**src/rtl/button_conditioner.sv**
```systemverilog
// button_conditioner: per-button synchroniser, debounce, press/release pulses
// and auto-repeat strobes; repeat logic is built only with BTN_AUTO_REPEAT_EN.
module button_conditioner #(
   parameter int N_BTN           = 5,
   parameter int DEBOUNCE_CYCLES = 100000,
   parameter int REPEAT_DELAY    = 50000000,
   parameter int REPEAT_PERIOD   = 10000000
) (
   input  logic             MCLK,
   input  logic             rst,
   input  logic [N_BTN-1:0] button,
   output logic [N_BTN-1:0] btn_level,
   output logic [N_BTN-1:0] btn_press,
   output logic [N_BTN-1:0] btn_release,
   output logic [N_BTN-1:0] btn_repeat,
   output logic [N_BTN-1:0] btn_step
);

   localparam int DW =
      (DEBOUNCE_CYCLES > 1) ? $clog2(DEBOUNCE_CYCLES) : 1;
   localparam logic [DW-1:0] D_LAST = DW'(DEBOUNCE_CYCLES - 1);

`ifdef BTN_AUTO_REPEAT_EN
   localparam int R_MAX =
      (REPEAT_DELAY > REPEAT_PERIOD) ? REPEAT_DELAY : REPEAT_PERIOD;
   localparam int HW = (R_MAX > 1) ? $clog2(R_MAX) : 1;
   localparam logic [HW-1:0] DLY_LAST = HW'(REPEAT_DELAY - 1);
   localparam logic [HW-1:0] PER_LAST = HW'(REPEAT_PERIOD - 1);

   typedef enum logic [1:0] {
      S_IDLE,
      S_HOLD,
      S_REPEAT
   } rpt_state_t;
`endif

   logic [N_BTN-1:0] s1;
   logic [N_BTN-1:0] s2;

   // Raw buttons are asynchronous to MCLK.
   always_ff @(posedge MCLK or posedge rst) begin
      if (rst) begin
         s1 <= '0;
         s2 <= '0;
      end else begin
         s1 <= button;
         s2 <= s1;
      end
   end

   for (genvar i = 0; i < N_BTN; i++) begin : g_chan
      logic [DW-1:0] dcnt;
      logic          level_q;
      logic          press_q;
      logic          release_q;
      logic          accept;
      logic          rise;
      logic          fall;

      // A level is accepted on the D-th consecutive mismatching cycle.
      assign accept = (s2[i] != level_q) && (dcnt == D_LAST);
      assign rise   = accept & s2[i];
      assign fall   = accept & ~s2[i];

      always_ff @(posedge MCLK or posedge rst) begin
         if (rst) begin
            dcnt      <= '0;
            level_q   <= 1'b0;
            press_q   <= 1'b0;
            release_q <= 1'b0;
         end else begin
            press_q   <= rise;
            release_q <= fall;
            if (s2[i] == level_q) begin
               dcnt <= '0;
            end else if (accept) begin
               level_q <= s2[i];
               dcnt    <= '0;
            end else begin
               dcnt <= dcnt + DW'(1);
            end
         end
      end

      assign btn_level[i]   = level_q;
      assign btn_press[i]   = press_q;
      assign btn_release[i] = release_q;

`ifdef BTN_AUTO_REPEAT_EN
      rpt_state_t    st;
      logic [HW-1:0] hcnt;
      logic          rep_q;
      logic          step_q;

      // An accepted fall always wins, so repeat never coincides with release.
      always_ff @(posedge MCLK or posedge rst) begin
         if (rst) begin
            st     <= S_IDLE;
            hcnt   <= '0;
            rep_q  <= 1'b0;
            step_q <= 1'b0;
         end else begin
            rep_q  <= 1'b0;
            step_q <= rise;
            if (fall) begin
               st   <= S_IDLE;
               hcnt <= '0;
            end else begin
               unique case (st)
                  S_IDLE: begin
                     if (rise) begin
                        st   <= S_HOLD;
                        hcnt <= '0;
                     end
                  end
                  S_HOLD: begin
                     if (hcnt == DLY_LAST) begin
                        rep_q  <= 1'b1;
                        step_q <= 1'b1;
                        hcnt   <= '0;
                        st     <= S_REPEAT;
                     end else begin
                        hcnt <= hcnt + HW'(1);
                     end
                  end
                  S_REPEAT: begin
                     if (hcnt == PER_LAST) begin
                        rep_q  <= 1'b1;
                        step_q <= 1'b1;
                        hcnt   <= '0;
                     end else begin
                        hcnt <= hcnt + HW'(1);
                     end
                  end
                  default: begin
                     st   <= S_IDLE;
                     hcnt <= '0;
                  end
               endcase
            end
         end
      end

      assign btn_repeat[i] = rep_q;
      assign btn_step[i]   = step_q;
`else
      assign btn_repeat[i] = 1'b0;
      assign btn_step[i]   = press_q;
`endif
   end

endmodule

```
**config.mk**
```make
export PLATFORM = sky130hd
export DESIGN_NAME = button_conditioner
export DESIGN_NICKNAME = d
export VERILOG_FILES = /design/src/rtl/button_conditioner.sv
export SDC_FILE = /design/constraint.sdc
export NUM_CORES = 1
export LEC_CHECK = 0
export CAP_MARGIN = 15
export CORE_AREA = 2 2 127 129
export CTS_CLUSTER_DIAMETER = 30
export DETAILED_ROUTE_END_ITERATION = 12
export DIE_AREA = 0 0 129 131
export GPL_TIMING_DRIVEN = 0
export PLACE_DENSITY_LB_ADDON = 0.3
export SYNTH_ARGS = -nofsm -noshare
export SYNTH_HDL_FRONTEND = slang
export SYNTH_SLANG_ARGS = --single-unit
```
**constraint.sdc**
```tcl
create_clock -name MCLK -period 4.3 [get_ports MCLK]
set_input_delay 0.86 -clock MCLK [delete_from_list [all_inputs] [get_ports MCLK]]
set_output_delay 0.86 -clock MCLK [all_outputs]
set_load 0.01 [all_outputs]
```
# After elaboration in Yosys (flattened, before gate mapping)
# Index checks and enable logic that the tools add are counted.
# word_totals
ff_bits	110
in_bits	7
out_inout_bits	25
elab_cells	82
# classes
addsub	5
eq_ne	15
mux	10
n_bitwise	20
n_reduce_logical	10
# ops
operator	n
$mux 17	10
$add 17x1->17 const B	5
$eq 17x17->1 const B	5
$and 1x1->1	10
$not 1->1	10
$reduce_and 2->1	5
$eq 1x1->1	5
$logic_and 1x1->1	5
$ne 1x1->1	5

# Longest topological paths before layout
# Gate-level depths: netlist of run 1.
# logic_depth
depth_word	4
depth_mapped	6
depth_no_buf	5

# Least setup slack after synthesis of run 1
# Ideal clock, no wire load.
# synth_timing
path_type	register to register
startpoint	reg g_chan[2].dcnt[12]
endpoint	reg g_chan[2].level_q
setup_time_ns	0.125
arrival_ns	1.741
required_ns	4.175
path_slack_ns	2.434
path_stages_with_launch	5
path_buffers	1
path_cell_list	dfrtp_1 > clkbuf_2 > or4b_1 > or4_4 > mux2_4
# synth_between
elab_chain_cells	3
# synth_lines
element	line_no	rtl
from (decl)	52	logic [DW-1:0] dcnt;
from (signal assigned)	80	dcnt <= dcnt + DW'(1);
$eq 17x17->1	61	assign accept = (s2[i] != level_q) && (dcnt == D_LAST);
$logic_and 1x1->1	61	
$reduce_and 2->1 (no line)	--	
to (signal assigned)	77	level_q <= s2[i];
to (decl)	53	logic level_q;
# Every way passes these cells.
# A chain may end at the register's enable or synchronous reset.

# Worst setup path in the final report of run 1
# layout_timing
startpoint	reg g_chan[2].level_q
endpoint	out btn_level[2]
# layout_rtl
element	line_no	rtl
to (decl)	12	output logic [N_BTN-1:0] btn_level,
# No word-level cell between the ends.

==> results list, run 1 <==
- FF-to-FF setup slack: 2.17 ns
* Number of filler cells placed in the layout: 1,521
- Aggregate routed wire length: between 9 and 10 mm
* Worst Setup EP: btn_level[2]
* Worst IR drop on VDD: 0.1508 mV
- Global routing consumed, on the met1 layer, between 10% and 20% of the routing resources.
* Pwr dens: 317.5 mW/mm²
* Count of distinct cell types in the synthesized netlist: 38
* Worst setup margin: 2.015 ns
- Of all nets on the critical path, the largest fanout is 5.
* Average cell area after synthesis: 10.49 µm²
- Critical Path Source Type: flip-flop
- Beginning of the worst register-to-register path: g_chan[0].dcnt[0]
* Run status: completed
* Register share of total power: about 55%
* Area of the mapped netlist: 0.005298 mm²
- Horizontal die dimension: 129 µm
* DRC Markers: 0
- For this configuration, the core starts out at a cell density of about 34%.
- Proportion of power drawn by combinational gates: around 4.0%
* Pin count of the biggest net entering global routing: a little over 70
- The initial antenna violation count was 0.
- Of the total power, the share spent switching nets is 21.54%.
* Post-synth EDFFs: 0
- At the placement stage, the worst setup path has a slack of 2.105 ns.
* Synth Register Bits: 110
- Leaving out fill and tap cells, the most frequent cell in the layout is sky130_fd_sc_hd__dfrtp_1.
- Cts-stage hold buffer count: 0
- Placement Rows: 46
- Clock-pin slew was measured on the worst setup and hold paths at 0.07 ns.
* Final net count: 559
* Depth of the most critical reg-to-reg path: 6
- Achievable Freq: roughly 440 MHz
- The repair_antennas step left the layout with diodes totalling 0.
- The first routing iteration left roughly 240 violations.
* Placed Area: 0.005866 mm²
- In the routed layout, each cell is associated on average with a via count of ~4.8.
- YS warnings: 0
* Total leakage power: 2.505 nW
* Clk buf depth: 2
* Share of synthesized area occupied by flip-flops and latches: 51.96%
* Worst path slowest cell: sky130_fd_sc_hd__clkdlybuf4s50_1
- Number of gates resized after CTS: 0
- The internal portion of the total power is 0.001535 W.
* Post-DR wirelength/cell: 12.53 µm
- At the worst endpoint, the required time is 3.44 ns.
- The post-route netlist has 11.23% of its cells at a drive strength greater than 1.
* Hold/Removal Path Class: flip-flop to flip-flop
- The number of global-route vias before repair came to 3,580.
- Overall overflow remaining after global route: 0
- Post-synthesis to final-layout area growth: 16.34%
- Cell breakdown of the critical path: buf_4, clkdlybuf4s50_1
* GRT met2 Usage: between 15 and 20%
- Gate Count Post-Synth: 505
- Detailed-router iteration count before antenna repair: 4
- For this block, the via count after detailed routing is 3,673.
- STA classifies the critical path endpoint as an output pin.
- For this design the top-level I/O count stands at 32.
- DIE HEIGHT: 131 µm
- Startpoint-to-endpoint class of the critical path: flip-flop to output pin
- Setup Viol. Count Final: 0
- Setup repair after global routing left no endpoint under its margin.
- Placer Congestion: 0.8169
- The cell sitting at the root of the clock tree is a sky130_fd_sc_hd__clkbuf_16.
- Overall die area: about 0.017 mm²
- Number of H-tree levels: 3
* Number of port buffers: 26
* Wire length of the first global-routing pass: roughly 17 mm
- The number of clock buffers added by TritonCTS is 9.
* Headroom to the max-slew limit: around 43%
* Clock Sink Count: 110
- The max-slew violation count came to 0.
- Worst setup startpoint: g_chan[2].level_q
- In the layout the commonest cells are sky130_fd_sc_hd__dfrtp_1 (110), sky130_fd_sc_hd__nor2_1 (80), sky130_fd_sc_hd__xnor2_1 (41).
- For this design the total switching power over the nets is 0.0004214 W.
- The clock network accounts for slightly above 40% of the total power.
* Number of buffers inserted to repair setup after CTS: 0
- TritonCTS built the clock tree.
- Max-cap violation count: 0
* Met3 layer usage reported by global route: 2.239%
* Gr usage total: 12.45%
- Across the routed clock network, the largest skew measured is 0.005608 ns.
* Tightest Pin Transition: 0.8514 ns
- Counting flops with an async set or reset pin after synthesis yields a share of 100.0%.
- The largest single stage delay on the critical path is approximately 0.52 ns.
* Most heavily used metal layer in global routing: met2
* Core area: 0.01560 mm²
* Number of hold violations in the final report: 0
* Skew-Pair Late Insertion Delay: ~0.34 ns
* WP data arrival: about 1.4 ns
- Of the available clock period, the critical path in the final layout requires 53.14%.
* Antenna violation net count after detailed routing: 0
- RR Endpoint: g_chan[0].dcnt[7]
- Non-Filler Cell Area, Final: 0.006163 mm²
- Half-perimeter wire length of the detailed placement result: 6.662 mm
* Dominant register cell in the synthesized netlist: sky130_fd_sc_hd__dfrtp_1
- Subtracting the final worst setup slack from the clock period gives 2.285 ns.
## cells by family (layout without fill, tap and decap cells)
| logic type | Yosys count | after routing | synth area share [%] |
|---|---|---|---|
| DFF | 110 | 110 | 51.96 |
| AOI/OAI and AO/OA | 16 | 16 | 2.338 |
| muxes | 4 | 4 | 0.9920 |
| adders and majority gates | 5 | 5 | 1.181 |
| and+or+nand+nor | 248 | 248 | 25.46 |
| xor gates and xnor gates | 74 | 74 | 12.23 |
| other | 1 | 5 | 0.07079 |
| buffers and inverters | 47 | 90 | 5.763 |
## stage by stage
stage / total power, W / util, % / hold slack, ns / std cells / setup TNS, ns
finish: 0.001957 / 39.52 / 0.3505 / 768 / 0
global placement: 0.001161 / 37.46 / 0.3356 / 751 / -115.28
detailed placement: 0.001166 / 37.61 / 0.3363 / 752 / 0
CTS: 0.001986 / 39.52 / 0.3521 / 768 / 0
floorplan: 0.001138 / - / 0.3312 / 509 / 0
global route: 0.002044 / 39.52 / 0.3580 / 768 / 0
## power groups by stage
stage / registers, W / clock network, W / logic (W)
after floorplan: 0.00108 / 0 / 0.0000560
after global placement: 0.00109 / 0 / 0.0000758
after detailed placement: 0.00109 / 0 / 0.0000806
after CTS: 0.00107 / 0.000839 / 0.0000813
after global routing: 0.00107 / 0.000886 / 0.0000903
final: 0.00107 / 0.000813 / 0.0000780
## area by class of cell
| class | count | area (µm²) | area share (%) |
|---|---|---|---|
| clock buffer | 14 | 284.0 | 4.608 |
| sequential | 110 | 2753 | 44.66 |
| clock inverter | 2 | 13.76 | 0.2233 |
| multi-input combinational | 352 | 2255 | 36.58 |
| timing repair buffer | 27 | 280.3 | 4.547 |
| tap | 216 | 270.3 | 4.385 |
| inverter | 10 | 40.04 | 0.6496 |
| buffer | 37 | 267.8 | 4.344 |
## state kept, by name, summed over array words and instances, names as in the netlist
name and cells:
s1 5, g_chan.release_q 5, g_chan.press_q 5, s2 5, g_chan.level_q 5, g_chan.dcnt 85
## worst max-delay path: cells and delay by family, from the launching register on
family / cells / cell delay (ns)
buffers and inverters: 2 / 0.65
flip-flops: 1 / 0.43
## worst min path at each step
| stage | from | to | slack, ns | depth (start not counted) |
|---|---|---|---|---|
| global placement | s1[1] | s2[1] | 0.34 | 0 |
| finish | s1[4] | s2[4] | 0.35 | 0 |
| CTS | s1[4] | s2[4] | 0.35 | 0 |
| detailed placement | s1[4] | s2[4] | 0.34 | 0 |
| global route | s1[4] | s2[4] | 0.36 | 0 |
| floorplan | s1[0] | s2[0] | 0.33 | 0 |
## metal layers
metal / vias up / wire (µm)
met5: - / 0
met1: 1794 / 4704
met2: 39 / 4524
met3: 9 / 207
met4: 0 / 185
li1: 1831 / -
## Yosys cell counts (3+ instances only)
library cell | count | share of area [%]
sky130_fd_sc_hd__a21oi_1 | 6 | 0.57
sky130_fd_sc_hd__and3_1 | 4 | 0.47
sky130_fd_sc_hd__and4_1 | 9 | 1.5
sky130_fd_sc_hd__buf_4 | 25 | 3.5
sky130_fd_sc_hd__buf_6 | 4 | 0.85
sky130_fd_sc_hd__clkbuf_1 | 4 | 0.28
sky130_fd_sc_hd__dfrtp_1 | 110 | 52
sky130_fd_sc_hd__ha_1 | 5 | 1.2
sky130_fd_sc_hd__inv_1 | 10 | 0.71
sky130_fd_sc_hd__nand2_1 | 23 | 1.6
sky130_fd_sc_hd__nand3_1 | 27 | 2.6
sky130_fd_sc_hd__nand4_1 | 32 | 3.8
sky130_fd_sc_hd__nand4bb_1 | 6 | 1.3
sky130_fd_sc_hd__nor2_1 | 80 | 5.7
sky130_fd_sc_hd__nor3_1 | 14 | 1.3
sky130_fd_sc_hd__nor3b_1 | 8 | 1.1
sky130_fd_sc_hd__nor4_1 | 24 | 2.8
sky130_fd_sc_hd__o31ai_1 | 5 | 0.71
sky130_fd_sc_hd__or3_1 | 5 | 0.59
sky130_fd_sc_hd__or4_1 | 5 | 0.71
sky130_fd_sc_hd__or4_4 | 3 | 0.64
sky130_fd_sc_hd__xnor2_1 | 41 | 6.8
sky130_fd_sc_hd__xor2_1 | 33 | 5.5
Note: power is estimated with default switching activity, not from simulation.
==> inputs of run 2 (changes only) <==
==> constraint.sdc (replaced) <==
create_clock -name MCLK -period 1.9 [get_ports MCLK]
set_input_delay 0.38 -clock MCLK [delete_from_list [all_inputs] [get_ports MCLK]]
set_output_delay 0.38 -clock MCLK [all_outputs]
set_load 0.01 [all_outputs]
==> run 2 against run 1 <==
Net effect: die area is the same; non-clock buffer count rose by 17; wire length rose by 3.4%; register-to-register slack worse by 2.1 ns; utilization grew 1.3 points; highest routed layer unchanged; critical path type is now flip-flop to flip-flop.
==> results list, run 2 (same netlist as run 1, synthesis figures left out) <==
- Run status: completed (unchanged)
- Total leakage power: 2.593 nW (was 2.505 nW)
* Pin count of the biggest net entering global routing: 44 (was 71)
- Endpoint type of the worst setup path: flip-flop (was output pin)
- The end point of the most critical hold path is s2[4] (unchanged).
- The startpoint of the lowest-slack register-to-register path is g_chan[1].dcnt[6] (was g_chan[0].dcnt[0]).
- The max capacitance violation total is 0 (unchanged).
* Clock tree root driver cell: sky130_fd_sc_hd__clkbuf_16 (unchanged)
- The initial antenna violation count came to 0 (unchanged).
- The critical path class is flip-flop to flip-flop (was flip-flop to output pin).
- The post-route standard cell area excluding fillers is 0.006370 mm² (was 0.006163 mm²).
- The clock-pin slew on the worst setup and hold paths came to 0.07 ns (about the same).
* Wire length of the first global-routing pass: 17.33 mm (was 16.83 mm)
* Headroom to the max-slew limit: 53.32% (was 43.24%)
- Clock Sink Count: 110 (unchanged)
- The clock insertion delay at the later pin of the skew report is 0.35 ns (was 0.34 ns).
- The number of global-route vias before repair came to 3,793 (was 3,580).
- Setup repair after global routing missed its margin: true (was false).
- Top library cells by usage in the layout, fill and taps aside: sky130_fd_sc_hd__dfrtp_1 (107), sky130_fd_sc_hd__nor2_1 (80), sky130_fd_sc_hd__buf_4 (44) (was sky130_fd_sc_hd__dfrtp_1 (110), sky130_fd_sc_hd__nor2_1 (80), sky130_fd_sc_hd__xnor2_1 (41)).
* DIE HEIGHT: 131 µm (unchanged)
- The die footprint came to 0.01690 mm² (unchanged).
* Setup Viol. Count Final: 0 (unchanged)
* Required @ worst endpoint: 2.14 ns (was 3.44 ns)
- Final clock skew: 0.003343 ns (was 0.005608 ns)
- Cell count after placement: 753 (was 752)
* Placer Congestion: 0.8367 (was 0.8169)
* Delay of the slowest critical-path stage: 0.47 ns (was 0.52 ns)
- Core area: 0.01560 mm² (unchanged)
* Area used by sequential logic in the layout: 0.002756 mm² (was 0.002753 mm²)
- The ratio of total power to cell area was 706.7 mW/mm² (was 317.5 mW/mm²).
- The starting density of the core came to 33.96% (unchanged).
- The count of pins on the block boundary came to 32 (unchanged).
- Launch point of the worst hold path: s1[4] (unchanged)
- Overall overflow remaining after global route: 0 (unchanged)
- Number of filler cells placed in the layout: 1,463 (was 1,521)
- The post-cts hold buffer count came to 0 (unchanged).
- Ant diodes: 0 (unchanged)
- Layout cells sized above 1: 15.87% (was 11.23%)
- Tightest Pin Transition: 0.6987 ns (was 0.8514 ns)
* Initial DRC Count: 338 (was 241)
- Fin Setup TNS: 0 ns (unchanged)
* Largest reg by FF count: g_chan.dcnt (unchanged)
- DRC Markers: 0 (unchanged)
* Post-DR wirelength/cell: 12.71 µm (was 12.53 µm)
- Horizontal die dimension: 129 µm (unchanged)
- The logic depth of the worst register-to-register path came to 5 (was 6).
- The overall power after layout was 0.004502 W (was 0.001957 W).
* Register share of total power: 53.6% (was 54.5%)
- Counting I/O delays and the setup requirement, the final critical path takes 1.865 ns.
* Clk buf depth: 2 (unchanged)
* Cell breakdown of the critical path: buf_6, nand4bb_1, or4_4, or3_4, and3_1 (was buf_4, clkdlybuf4s50_1)
* Count of vias placed by the detailed router: 3,819 (was 3,673)
- The count of buffers inserted at the top-level ports was 26 (unchanged).
- FF-to-FF setup slack: 0.03 ns (was 2.17 ns)
- Clock network fraction of total power: 41.9% (was 41.5%)
* Switching component of the power: 0.0009599 W (was 0.0004214 W)
- Most frequent standard cell in the layout excluding fill and tap cells: sky130_fd_sc_hd__dfrtp_1 (unchanged)
* Number of hold violations in the final report: 0 (unchanged)
- The flip-flop count of the largest register, all copies and words added came to 85 (unchanged).
* Count of pins over their slew limit: 0 (unchanged)
- Final cell count without fillers: 783 (was 768)
* Hold path cells: 0 (unchanged)
- After layout, the worst path uses 98.16% of the clock period.
- WP data arrival: 2.10 ns (was 1.42 ns)
* CTS tree: built (unchanged)
* Post-synthesis to final-layout area growth: 20.24% (was 16.34%)
- The cell area after placement was 0.005887 mm² (was 0.005866 mm²).
- The area of the multi-input gates is 0.002292 mm² (was 0.002255 mm²).
- The all-layer global routing usage was 12.72% (was 12.45%).
- The critical path's top delay family is simple AND/OR/NAND/NOR gates (was buffers and inverters).
- Detailed-router iteration count before antenna repair: 4 (unchanged)
- Maximum net fanout on the critical path: 6 (was 5)
- Placement Rows: 46 (unchanged)
- Internal power of the cells: 0.003542 W (was 0.001535 W)
- Number of H-tree levels: 3 (unchanged)
- Worst path slowest cell: sky130_fd_sc_hd__or4_4 (was sky130_fd_sc_hd__clkdlybuf4s50_1)
- The logic gate share of total power is 4.5% (was 4.0%).
- Achievable Freq: 536.2 MHz
* Antenna violation net count after detailed routing: 0 (unchanged)
- The ratio of routed vias to standard cells is 4.877 (was 4.783).
- The buffering stage count on the worst path with inverters included is 1 (was 2).
* Clock buffers created by TritonCTS: 9 (unchanged)
- The switching fraction of total power is 21.32% (was 21.54%).
* Worst IR drop on VDD: 0.4122 mV (was 0.1508 mV)
* Aggregate routed wire length: 9.950 mm (was 9.622 mm)
* RR Endpoint: g_chan[1].dcnt[1] (was g_chan[0].dcnt[7])
- Half-perimeter wire length of the detailed placement result: 6.633 mm (was 6.662 mm)
- The type of the most critical hold path is flip-flop to flip-flop (unchanged).
- Final net count: 576 (was 559)
- Critical Path Source Type: flip-flop (unchanged)
-- run 2: cell count changes in the layout (fill, tap and decap cells not counted), moves of 3 or more --
cell	delta
sky130_fd_sc_hd__dfrtp_2	+3
sky130_fd_sc_hd__buf_4	+19
sky130_fd_sc_hd__clkbuf_1	-4
sky130_fd_sc_hd__clkinvlp_4	+3
sky130_fd_sc_hd__dfrtp_1	-3
-- run 2: worst max-delay path by stage --
stage / start / to / slack (ns) / depth (start not counted)
floorplan: g_chan[2].dcnt[12] / g_chan[2].level_q / 0.03 / 4
global placement: rst / g_chan[1].dcnt[15] / -0.88 / 2
detailed placement: g_chan[0].dcnt[0] / g_chan[0].dcnt[8] / -0.22 / 6
CTS: g_chan[4].dcnt[12] / g_chan[4].level_q / -0.009 / 3
global route: g_chan[0].dcnt[5] / g_chan[0].dcnt[7] / -0.02 / 6
finish: g_chan[1].dcnt[6] / g_chan[1].dcnt[1] / 0.03 / 5
-- run 2: layout make-up --
class                      instances  area share [%]
sequential                       110           43.27
multi-input combinational        352           35.99
timing repair buffer              48           7.189
tap                              216           4.243
buffer                            33           3.987
clock buffer                      11           3.968
clock inverter                     3          0.7071
inverter                          10          0.6482
-- run 2: repair_timing --
action	4_1_cts	5_1_grt
pin swaps	8	3
setup endpoints to repair	55	60
setup buffers	11	7
hold endpoints to repair	0	0
gates resized for setup	10	9
gates cloned	2	0
-- run 2: per-stage QoR --
stage	hold slack [ns]	utilization, %	setup WS, ns
final	0.3508	40.84	0.03495
after global routing	0.3588	40.84	-0.01625
after CTS	0.3516	40.34	-0.008953
after detailed placement	0.3363	37.74	-0.2250
after global placement	0.3347	37.49	-0.8768
after floorplan	0.3312	-	0.03355
-- run 2: metal layers --
layer  track usage, %  wire (µm)  vias to the layer above
met5                0          0                        -
li1                 -          -                     1869
met3            2.117        248                       22
met2            20.79       4751                       61
met4            6.841        258                        0
met1            16.26       4692                     1867
-- run 2: power by group through the flow --
stage / clock network (W) / logic [W] / registers [W]
floorplan: 0 / 0.000127 / 0.00245
global placement: 0 / 0.000171 / 0.00246
detailed placement: 0 / 0.000184 / 0.00246
CTS: 0.00194 / 0.000203 / 0.00241
global route: 0.00204 / 0.000232 / 0.00242
finish: 0.00189 / 0.000202 / 0.00241
==> inputs of run 3 (changes only) <==
==> constraint.sdc (replaced) <==
create_clock -name MCLK -period 2 [get_ports MCLK]
set_input_delay 0.4 -clock MCLK [delete_from_list [all_inputs] [get_ports MCLK]]
set_output_delay 0.4 -clock MCLK [all_outputs]
set_load 0.01 [all_outputs]
==> run 3 against run 2 <==
Net effect: clock-buffer cell count stayed put; maximum frequency decreased by 4.2%; sequential share of layout area rose by 0.74 points; sequential cell count unchanged; cell count shrank 1.1%; hold slack is essentially flat; register-to-register slack improved by 0.02 ns; non-clock buffer count decreased by 9; largest power group unchanged; highest routed layer unchanged.
==> results list, run 3 (same netlist as run 1, synthesis figures left out) <==
* Post-synthesis to final-layout area growth: 18.07% (was 20.24%)
- The layout cell share with drive strength beyond 1 came to 12.90% (was 15.87%).
- The highest achievable clock rate came to 513.8 MHz (was 536.2 MHz).
- The floorplan die height was 131 µm (unchanged).
- Final cell count without fillers: 774 (was 783)
- Setup Viol. Count Final: 0 (unchanged)
- The total CTS buffers is 9 (unchanged).
- The clock tree buffer depth was 2 (unchanged).
- Detailed-router iteration count before antenna repair: 5 (was 4)
- The H-tree depth reported by CTS was 3 (unchanged).
- The residual DRC count came to 0 (unchanged).
- Top library cells by usage in the layout, fill and taps aside: sky130_fd_sc_hd__dfrtp_1 (110), sky130_fd_sc_hd__nor2_1 (80), sky130_fd_sc_hd__xnor2_1 (41) (was sky130_fd_sc_hd__dfrtp_1 (107), sky130_fd_sc_hd__nor2_1 (80), sky130_fd_sc_hd__buf_4 (44))
- Total leakage power: 2.540 nW (was 2.593 nW)
* Cts-stage hold buffer count: 0 (unchanged)
* Headroom to the max-slew limit: 53.37% (was 53.32%)
- The global-route wire length before repair came to 17.02 mm (was 17.33 mm).
* Overall die area: 0.01690 mm² (unchanged)
- Fraction of the cycle the final worst path needs: 97.32% (was 98.16%)
- The clock skew came to 0.004775 ns (was 0.003343 ns).
* Final net count: 567 (was 576)
- Half-perimeter wire length of the detailed placement result: 6.633 mm (unchanged)
- Clock tree root driver cell: sky130_fd_sc_hd__clkbuf_16 (unchanged)
- Antenna violation net count after detailed routing: 0 (unchanged)
- The clock tree from TritonCTS is built (unchanged).
* Hold/Removal Path Class: flip-flop to flip-flop (unchanged)
* Horizontal die dimension: 129 µm (unchanged)
- The overall power after layout is 0.004251 W (was 0.004502 W).
- The starting density of the core came to 33.96% (unchanged).
- The kind of start point of the critical path was a flip-flop (unchanged).
- The all-layer global routing usage is 12.52% (was 12.72%).
- The final-report hold violation count was 0 (unchanged).
- Cell count after placement: 753 (unchanged)
* Largest reg by FF count: g_chan.dcnt (unchanged)
- The initial antenna violation count came to 0 (unchanged).
- Number of I/O pins: 32 (unchanged)
* Max-cap violation count: 0 (unchanged)
- The data arrival time of the critical path came to 2.18 ns (was 2.10 ns).
- The maximum fanout along the worst path was 8 (was 6).
- Clock-pin slew of the registers on the worst-case setup and hold paths: 0.07 ns (about the same)
* Tightest Pin Transition: 0.6980 ns (was 0.6987 ns)
- The routed wire length was 9.633 mm (was 9.950 mm).
* Fin Setup TNS: 0 ns (unchanged)
- The placeable core region was 0.01560 mm² (unchanged).
* Placer Congestion: 0.8367 (unchanged)
- Pwr dens: 679.6 mW/mm² (was 706.7 mW/mm²)
* Number of port buffers: 26 (unchanged)
* Flip-flop count of the largest register after layout: 85 (unchanged)
* Post-DR wirelength/cell: 12.45 µm (was 12.71 µm)
- The required time of the worst setup path is 2.24 ns (was 2.14 ns).
* Count of pins over their slew limit: 0 (unchanged)
- Endpoint type of the worst setup path: flip-flop (unchanged)
- Worst setup margin: 0.05366 ns (was 0.03495 ns)
* Placement Rows: 46 (unchanged)
* Run status: completed (unchanged)
- Worst-case setup slack after placement: -0.1250 ns (was -0.2250 ns)
- The number of diodes is 0 (unchanged).
- Startpoint-to-endpoint class of the critical path: flip-flop to flip-flop (unchanged)
* Count of vias placed by the detailed router: 3,766 (was 3,819)
- The post-layout minimum cycle time was 1.946 ns (was 1.865 ns).
- The largest net degree at the start of global routing was 44 (unchanged).
* Setup repair after global routing missed its margin: false (was true)
- Overall overflow remaining after global route: 0 (unchanged)
- The DRC marker count from the first detailed-route iteration was 385 (was 338).
- Clock Sink Count: 110 (unchanged)
- The utilization after layout was 40.10% (was 40.84%).
- The number of global-route vias before repair is 3,665 (was 3,793).
- Worst IR drop on VDD: 0.3874 mV (was 0.4122 mV)
- Skew-Pair Late Insertion Delay: 0.35 ns (about the same)
- The ratio of routed vias to standard cells was 4.866 (was 4.877).
* Most frequent standard cell in the layout excluding fill and tap cells: sky130_fd_sc_hd__dfrtp_1 (unchanged)
run 3: changes by cell type in the layout (fill, tap and decap cells not counted), moves of 2 or more:
cell | before | now
sky130_fd_sc_hd__buf_4 | 44 | 33
sky130_fd_sc_hd__dfrtp_1 | 107 | 110
sky130_fd_sc_hd__dfrtp_2 | 3 | 0
sky130_fd_sc_hd__buf_6 | 6 | 4
sky130_fd_sc_hd__clkbuf_2 | 0 | 2
sky130_fd_sc_hd__nor4_1 | 22 | 24
sky130_fd_sc_hd__nor4_2 | 2 | 0
sky130_fd_sc_hd__or3_1 | 3 | 5
sky130_fd_sc_hd__or3_4 | 2 | 0
run 3: worst paths after layout:
| check | start | endpoint | slack, ns | cells after the start |
|---|---|---|---|---|
| max | g_chan[1].dcnt[6] | g_chan[1].dcnt[1] | 0.05 | 5 |
| min | s1[4] | s2[4] | 0.35 | 0 |
| max reg2reg | g_chan[1].dcnt[6] | g_chan[1].dcnt[1] | 0.05 | 5 |
| min reg2reg | s1[4] | s2[4] | 0.35 | 0 |
| max in group asynchronous | rst | g_chan[0].dcnt[1] | 0.62 | 4 |
| min in group asynchronous | rst | g_chan[2].release_q | 0.51 | 2 |
run 3: stage by stage:
stage	cell area, µm²	hold WS [ns]
after floorplan	5316	0.3312
after global placement	5847	0.3347
after detailed placement	5887	0.3363
after CTS	6197	0.3516
after global routing	6255	0.3588
final	6255	0.3506
run 3: what timing repair did:
item                                    4_1_cts  5_1_grt
resized for setup                             1        4
setup buffers                                 2        6
pin swaps                                     1        3
endpoints found under the setup margin       29       52
run 3: per-layer routing:
| layer | share of wire (%) | vias to the layer above | track usage [%] |
|---|---|---|---|
| li1 | - | 1851 | - |
| met1 | 47 | 1841 | 16.10 |
| met2 | 49 | 61 | 20.54 |
| met3 | 2.5 | 13 | 2.239 |
| met4 | 1.9 | 0 | 6.074 |
| met5 | 0 | - | 0 |
run 3: final cells by class:
class	instances	area [µm²]
well taps	216	270.3
repair buffers	36	360.3
flip-flops and latches	110	2753
multi-input cells	352	2265
clock inverters	3	45.04
clock buffers	11	252.7
inverters	10	41.29
plain buffers	36	267.8
fillers	1469	9343
run 3: power by group:
part / internal, W / total, W / leakage (nW) / switching, W
Sequential: 0.00226 / 0.00229 / 1.50 / 0.0000342
Clock: 0.00102 / 0.00178 / 0.140 / 0.000752
Combinational: 0.0000735 / 0.000181 / 0.899 / 0.000107
run 3: worst max-delay path, stage by stage, from the launching register on:
cell	delay, ns
sky130_fd_sc_hd__dfrtp_1	0.38
sky130_fd_sc_hd__buf_6	0.13
sky130_fd_sc_hd__nand4bb_1	0.18
sky130_fd_sc_hd__or4_4	0.53
sky130_fd_sc_hd__or3_1	0.41
sky130_fd_sc_hd__and3_1	0.19
